===== config.mk =====
export PLATFORM = sky130hd
export DESIGN_NAME = ctrl_pipe_scoreboard
export DESIGN_NICKNAME = d
export VERILOG_FILES = /design/src/rtl/ctrl_pipe_scoreboard.sv
export SDC_FILE = /design/constraint.sdc
export NUM_CORES = 1
export LEC_CHECK = 0
export BUFFER_PORTS_ARGS = -buffer_cell sky130_fd_sc_hd__buf_2
export CAP_MARGIN = 10
export CORE_UTILIZATION = 52
export DETAILED_ROUTE_END_ITERATION = 16
export MAX_ROUTING_LAYER = met4
export PLACE_DENSITY = 0.77
export SLEW_MARGIN = 20
export SYNTH_ARGS = -nofsm -noshare
export SYNTH_HDL_FRONTEND = slang
export SYNTH_SLANG_ARGS = --single-unit

===== constraint.sdc =====
create_clock -name clk -period 4.1 [get_ports clk]
set_clock_uncertainty 0.2 [all_clocks]
set_input_delay 0.615 -clock clk [delete_from_list [all_inputs] [get_ports clk]]
set_output_delay 0.615 -clock clk [all_outputs]
set_load 0.01 [all_outputs]

===== src/rtl/ctrl_pipe_scoreboard.sv =====
// ctrl_pipe_scoreboard: control/valid pipe behind ID with load-use and
// multicycle interlocks, operand forwarding selects and a stall counter.
module ctrl_pipe_scoreboard #(
   parameter int CTRL_W     = 16,
   parameter int NUM_STAGES = 3,
   parameter int LOAD_LAT   = 1,
   localparam int SEL_W     = ($clog2(NUM_STAGES) > 1) ? $clog2(NUM_STAGES) : 1
) (
   input  logic                         clk,
   input  logic                         rst,
   input  logic                         id_valid_i,
   input  logic [CTRL_W-1:0]            id_ctrl_i,
   input  logic [4:0]                   id_rd_i,
   input  logic [4:0]                   id_rs1_i,
   input  logic [4:0]                   id_rs2_i,
   input  logic                         id_rd_we_i,
   input  logic                         id_rs1_use_i,
   input  logic                         id_rs2_use_i,
   input  logic                         id_load_i,
   input  logic                         id_mc_i,
   input  logic                         mc_done_i,
   input  logic                         flush_i,
   output logic                         id_ready_o,
   output logic [NUM_STAGES-1:0]        stage_valid_o,
   output logic [NUM_STAGES*CTRL_W-1:0] stage_ctrl_o,
   output logic [SEL_W-1:0]             fwd_a_o,
   output logic [SEL_W-1:0]             fwd_b_o,
   output logic [4:0]                   wb_rd_o,
   output logic                         wb_rd_we_o,
   output logic                         mc_busy_o,
   output logic [31:0]                  stall_cnt_o
);

   logic [NUM_STAGES-1:0] valid_q, valid_d;
   logic [NUM_STAGES-1:0] rd_we_q, rd_we_d;
   logic [NUM_STAGES-1:0] load_q, load_d;
   logic [NUM_STAGES-1:0] mc_q, mc_d;
   logic [CTRL_W-1:0]     ctrl_q [NUM_STAGES];
   logic [CTRL_W-1:0]     ctrl_d [NUM_STAGES];
   logic [4:0]            rd_q [NUM_STAGES];
   logic [4:0]            rd_d [NUM_STAGES];
   logic [4:0]            rs1_q, rs1_d, rs2_q, rs2_d;
   logic                  rs1_use_q, rs1_use_d, rs2_use_q, rs2_use_d;
   logic [31:0]           stall_cnt_q, stall_cnt_d;

   logic ex_hold;
   logic load_use;
   logic accept;

   assign ex_hold    = valid_q[0] & mc_q[0] & ~mc_done_i;
   assign id_ready_o = ~ex_hold & ~load_use;
   assign accept     = id_valid_i & id_ready_o & ~flush_i;
   assign mc_busy_o  = ex_hold;

   // Detect a load in the first LOAD_LAT stages whose result ID wants to read
   always_comb begin
      load_use = 1'b0;
      for (int k = 0; k < LOAD_LAT; k++) begin
         if (valid_q[k] && load_q[k] && rd_we_q[k] && (rd_q[k] != 5'd0) &&
             (((rd_q[k] == id_rs1_i) && id_rs1_use_i) ||
              ((rd_q[k] == id_rs2_i) && id_rs2_use_i))) begin
            load_use = 1'b1;
         end
      end
   end

   // Advance the pipe; a held multicycle op freezes EX and drains a bubble behind it
   always_comb begin
      valid_d   = '0;
      rd_we_d   = '0;
      load_d    = '0;
      mc_d      = '0;
      rs1_d     = rs1_q;
      rs2_d     = rs2_q;
      rs1_use_d = rs1_use_q;
      rs2_use_d = rs2_use_q;
      for (int k = 0; k < NUM_STAGES; k++) begin
         ctrl_d[k] = '0;
         rd_d[k]   = '0;
      end
      if (ex_hold) begin
         valid_d[0] = valid_q[0];
         rd_we_d[0] = rd_we_q[0];
         load_d[0]  = load_q[0];
         mc_d[0]    = mc_q[0];
         ctrl_d[0]  = ctrl_q[0];
         rd_d[0]    = rd_q[0];
      end else if (accept) begin
         valid_d[0] = 1'b1;
         rd_we_d[0] = id_rd_we_i;
         load_d[0]  = id_load_i;
         mc_d[0]    = id_mc_i;
         ctrl_d[0]  = id_ctrl_i;
         rd_d[0]    = id_rd_i;
         rs1_d      = id_rs1_i;
         rs2_d      = id_rs2_i;
         rs1_use_d  = id_rs1_use_i;
         rs2_use_d  = id_rs2_use_i;
      end else begin
         rs1_d     = '0;
         rs2_d     = '0;
         rs1_use_d = 1'b0;
         rs2_use_d = 1'b0;
      end
      for (int k = 1; k < NUM_STAGES; k++) begin
         if (!(ex_hold && (k == 1))) begin
            valid_d[k] = valid_q[k-1];
            rd_we_d[k] = rd_we_q[k-1];
            load_d[k]  = load_q[k-1];
            mc_d[k]    = mc_q[k-1];
            ctrl_d[k]  = ctrl_q[k-1];
            rd_d[k]    = rd_q[k-1];
         end
      end
   end

   // Count stalled cycles, sticking at the all-ones value
   always_comb begin
      stall_cnt_d = stall_cnt_q;
      if (id_valid_i && !id_ready_o && (stall_cnt_q != 32'hFFFF_FFFF)) begin
         stall_cnt_d = stall_cnt_q + 32'd1;
      end
   end

   // Pick the youngest producer for each EX operand; scanning oldest-first lets the youngest win
   always_comb begin
      fwd_a_o = '0;
      fwd_b_o = '0;
      for (int k = NUM_STAGES - 1; k >= 1; k--) begin
         if (valid_q[0] && valid_q[k] && rd_we_q[k] && (rd_q[k] != 5'd0)) begin
            if (rs1_use_q && (rd_q[k] == rs1_q)) fwd_a_o = SEL_W'(k);
            if (rs2_use_q && (rd_q[k] == rs2_q)) fwd_b_o = SEL_W'(k);
         end
      end
   end

   // Flatten the per-stage control words and expose the WB write port
   always_comb begin
      stage_ctrl_o = '0;
      for (int k = 0; k < NUM_STAGES; k++) begin
         stage_ctrl_o[k*CTRL_W +: CTRL_W] = ctrl_q[k];
      end
   end

   assign stage_valid_o = valid_q;
   assign wb_rd_o       = valid_q[NUM_STAGES-1] ? rd_q[NUM_STAGES-1] : 5'd0;
   assign wb_rd_we_o    = valid_q[NUM_STAGES-1] & rd_we_q[NUM_STAGES-1];
   assign stall_cnt_o   = stall_cnt_q;

   // State registers; reset empties the pipe and clears the stall count at once
   always_ff @(posedge clk or posedge rst) begin
      if (rst) begin
         valid_q     <= '0;
         rd_we_q     <= '0;
         load_q      <= '0;
         mc_q        <= '0;
         rs1_q       <= '0;
         rs2_q       <= '0;
         rs1_use_q   <= 1'b0;
         rs2_use_q   <= 1'b0;
         stall_cnt_q <= '0;
         for (int k = 0; k < NUM_STAGES; k++) begin
            ctrl_q[k] <= '0;
            rd_q[k]   <= '0;
         end
      end else begin
         valid_q     <= valid_d;
         rd_we_q     <= rd_we_d;
         load_q      <= load_d;
         mc_q        <= mc_d;
         rs1_q       <= rs1_d;
         rs2_q       <= rs2_d;
         rs1_use_q   <= rs1_use_d;
         rs2_use_q   <= rs2_use_d;
         stall_cnt_q <= stall_cnt_d;
         for (int k = 0; k < NUM_STAGES; k++) begin
            ctrl_q[k] <= ctrl_d[k];
            rd_q[k]   <= rd_d[k];
         end
      end
   end

endmodule


==> flow_metrics.py <==
metrics = {
    "placement": {
        "placement.cell_area_um2": 5530,
        "gp_routability_congestion": 0.872,
        "io_buffers": 135,
        "dp.final_hpwl_um": 7440,
    },
    "power": {
        "power_frac_clock": 0.532,
        "maximum_vdd_drop_mv": 0.263,
        "p_leak_nw": 3.30,
        "comb_power_share": 0.054,
        "intPower_mw": 2.25,
        "p_switching_uw": 645,
        "power_frac_seq": 0.414,
        "p_sw_frac": 0.223,
        "p_per_area_nw_per_um2": 469,
    },
    "finish": {
        "seq_area_um2": 2880,
        "area_delta_synth_final_pct": 25.5,
        "commonest_non_fill_non_tap_cell_in_the_layout": "sky130_fd_sc_hd__buf_2",
        "post-route-cell-area_um2": 6170,
        "combined_area_of_the_multi_input_logic_cells_um2": 1770,
        "layout-drive-gt1-share": 0.388,
        "layout.cells.most_common_list": "sky130_fd_sc_hd__buf_2, sky130_fd_sc_hd__dfrtp_1, sky130_fd_sc_hd__xor2_1",
        "finalNetCount": 563,
        "fillerInstances": 687,
    },
    "timing": {
        "fmax_mhz": 325,
        "totalNegativeSetupSlack_ps": 0,
        "finalWorstPathRequiredPeriod_ps": 3070,
        "tightest_slew_ps": 914,
        "slew_viol_final": 0,
        "setup_viol": 0,
        "timing.final.crit_share": 0.750,
        "timing.hold.ws_ps": 29.5,
        "rsz_0062_raised_after_global_routing": "no",
        "relSlewSlack": 0.388,
        "timing_hold_violations_final": 0,
    },
    "cts": {
        "path_clk_slew_ps": 60,
        "clock_tree.root_cell": "sky130_fd_sc_hd__clkbuf_8",
        "htreeDepth": 4,
        "clk_path_buf_depth": 2,
        "cts-buffers-inserted": 17,
        "cts.sinks": 115,
        "cts_repair_resize_count": 0,
        "cts_hold_repair.buffers": 0,
        "clkLatencyLatePin_ps": 510,
        "post_cts_buffers": 0,
        "clock_tree_from_tritoncts": "built",
    },
    "drt": {
        "drc": 4,
        "vias_per_cell": 5.58,
        "final_routed_wirelength_um": 11000,
        "postRouteAntennaNets": 0,
        "dr.pass1.iters": 10,
        "routed-via-count": 3602,
        "routed_wire_length_per_instance_um": 17.0,
        "detailedRoute.firstIterationViolations": 148,
    },
    "logic_synthesis": {
        "synth_seq_cells": 115,
        "yosys.area_share.simple": 0.153,
        "fraction_of_synthesized_cell_area_in_xor_and_xnor_cells": 0.109,
        "synth_top_family_by_area": "simple AND/OR/NAND/NOR gates",
        "synth_area_per_cell_um2": 12.4,
        "syn-cell-area_um2": 4910,
        "sequential_to_total_area_share_from_yosys_stat": 0.586,
        "synthesized_area_fraction_occupied_by_ao_oa_aoi_and_oai_cells": 0.0937,
        "asyncSetResetFlopFracSynth": 1.00,
        "syn-instance-count": 396,
        "synth_enable_flop_cells": 0,
        "synth_ff_type": "sky130_fd_sc_hd__dfrtp_1",
        "count_of_distinct_cell_types_in_the_synthesized_netlist": 40,
        "syn-num-nets": 438,
        "post_synthesis_share_of_cell_area_spent_on_full_adders_half_adders_and_majority_gates": 0.00255,
        "synth.area.mux_share": 0.00229,
        "yosys_warnings": 0,
    },
    "grt": {
        "grt_max_degree": 83,
        "globalRoute.totalOverflow": 0,
        "grt_usage": 0.241,
        "number_of_global_route_vias_before_repair": 3438,
        "first_pass_grt_wire_length_um": 17500,
        "initial_antenna_violation_count": 1,
    },
    "floorplan": {
        "num_io_pins": 136,
        "std_cell_rows": 35,
        "die_height_um": 99.2,
        "fp.coreArea_um2": 9200,
        "dieWidth_um": 99.2,
        "starting_utilization_of_the_core_area": 0.534,
        "floorplan.die_area_um2": 9840,
    },
    "worst_setup_path": {
        "critPathKind": "register to output port",
        "critical_path_peak_fanout": 4,
        "cpMaxStageDelayCell": "sky130_fd_sc_hd__or4_1",
        "end_kind": "output port",
        "timing.critical_path.arrival_ps": 2260,
        "crit_path_frequent_cell": "sky130_fd_sc_hd__nor3_1",
        "cp_cell_sequence": "or4_1 > o2111ai_1 > nor3_1 > nor3_1 > buf_2",
        "critical_path_required_ps": 3280,
        "worstSetupStartpointType": "register",
        "delay_of_the_slowest_cell_on_the_worst_path_ps": 570,
    },
    "status": {
        "failed_checks": "design-rule violations",
        "run_status": "complete, but fails checks",
    },
    "min_path": {
        "hold_path.class": "primary input to async pin",
    },
    "job": {
        "timing.max_cap.violations": 0,
    },
}
==> sequential cells by signal (all words and copies together) (netlist names) <==
name and flops:
rs2_use_q 1, stall_cnt_o 32, rs1_use_q 1, rd_q 10, rs1_q 5, stage_valid_o 3, load_q 1, rd_d 5
rd_we_q 3, mc_q 1, stage_ctrl_o 48, rs2_q 5
==> worst max-delay path: cells and delay by family (launching register included) <==
kind,cells,cell delay [ps]
compound gates,1,270
buf+inv,1,160
flops,1,430
simple gates,3,900
==> through the flow <==
step / std cells / setup slack (ps) / util / total power [mW]
finish: 646 / 1030 / 0.671 / 2.90
global route: 646 / 883 / 0.671 / 2.99
CTS: 645 / 1020 / 0.670 / 2.92
detailed placement: 613 / 1420 / 0.602 / 1.38
global placement: 613 / 1470 / 0.602 / 1.37
floorplan: 396 / 241 / - / 1.32
==> final timing paths <==
kind / end / cells past startpoint / from / slack, ps
min reg2reg: stage_ctrl_o[32] / 0 / stage_ctrl_o[16] / 170
min in group clk: stage_ctrl_o[11] / 2 / id_ctrl_i[11] / 120
max in group asynchronous: rd_q[0] / 3 / rst / 2920
max: fwd_a_o[1] / 5 / rd_d[1] / 1030
min: stage_ctrl_o[11] / 2 / rst / 30
max reg2reg: stall_cnt_o[1] / 5 / stall_cnt_o[11] / 1390
==> power groups by stage <==
stage,Sequential (mW),Clock [mW],Combinational (mW)
after global routing,1.20,1.61,0.173
after global placement,1.22,0,0.155
after detailed placement,1.22,0,0.158
final,1.20,1.54,0.156
after CTS,1.20,1.56,0.159
after floorplan,1.22,0,0.0968
==> final cells by class <==
cell class	instances	share of cell area
timing repair buffer	140	0.116
multi-input combinational	239	0.287
antenna	1	0.000406
sequential	115	0.467
clock inverter	14	0.0327
tap	111	0.0225
clock buffer	18	0.0694
inverter	8	0.00568
==> logic make-up (layout without fill, tap and decap cells) <==
logic type / count (synthesis) / after routing
AND/OR/NAND/NOR: 128 / 128
flip-flops: 115 / 115
XOR/XNOR: 61 / 61
AO/OA/AOI/OAI: 48 / 48
buffers and inverters: 42 / 180
adder cells (fa/ha/maj): 1 / 1
multiplexers: 1 / 1
other: 0 / 1
==> cell usage after synthesis (3+ instances only) <==
library cell	number	area (um2)
sky130_fd_sc_hd__a21oi_1	3	15.0
sky130_fd_sc_hd__a22o_1	8	70.1
sky130_fd_sc_hd__a22o_2	27	270
sky130_fd_sc_hd__and2_1	27	169
sky130_fd_sc_hd__and3_1	3	18.8
sky130_fd_sc_hd__and4_1	4	35.0
sky130_fd_sc_hd__buf_4	19	143
sky130_fd_sc_hd__buf_6	3	33.8
sky130_fd_sc_hd__clkbuf_1	6	22.5
sky130_fd_sc_hd__dfrtp_1	115	2880
sky130_fd_sc_hd__inv_1	7	26.3
sky130_fd_sc_hd__nand2_1	18	67.6
sky130_fd_sc_hd__nand3_1	10	50.1
sky130_fd_sc_hd__nand4_1	13	81.3
sky130_fd_sc_hd__nor2_1	6	22.5
sky130_fd_sc_hd__nor3_1	9	45.0
sky130_fd_sc_hd__nor4_1	26	163
sky130_fd_sc_hd__nor4b_1	4	35.0
sky130_fd_sc_hd__o2111ai_1	3	26.3
sky130_fd_sc_hd__xnor2_1	25	219
sky130_fd_sc_hd__xor2_1	36	315
==> per-layer routing <==
metal / vias up / GRT usage / share of wire
met5: - / - / 0
li1: 1654 / - / -
met1: 1806 / 0.300 / 0.43
met4: 0 / 0.0950 / 0.014
met2: 128 / 0.380 / 0.49
met3: 14 / 0.0604 / 0.061
Note: power is estimated with default switching activity, not from simulation.
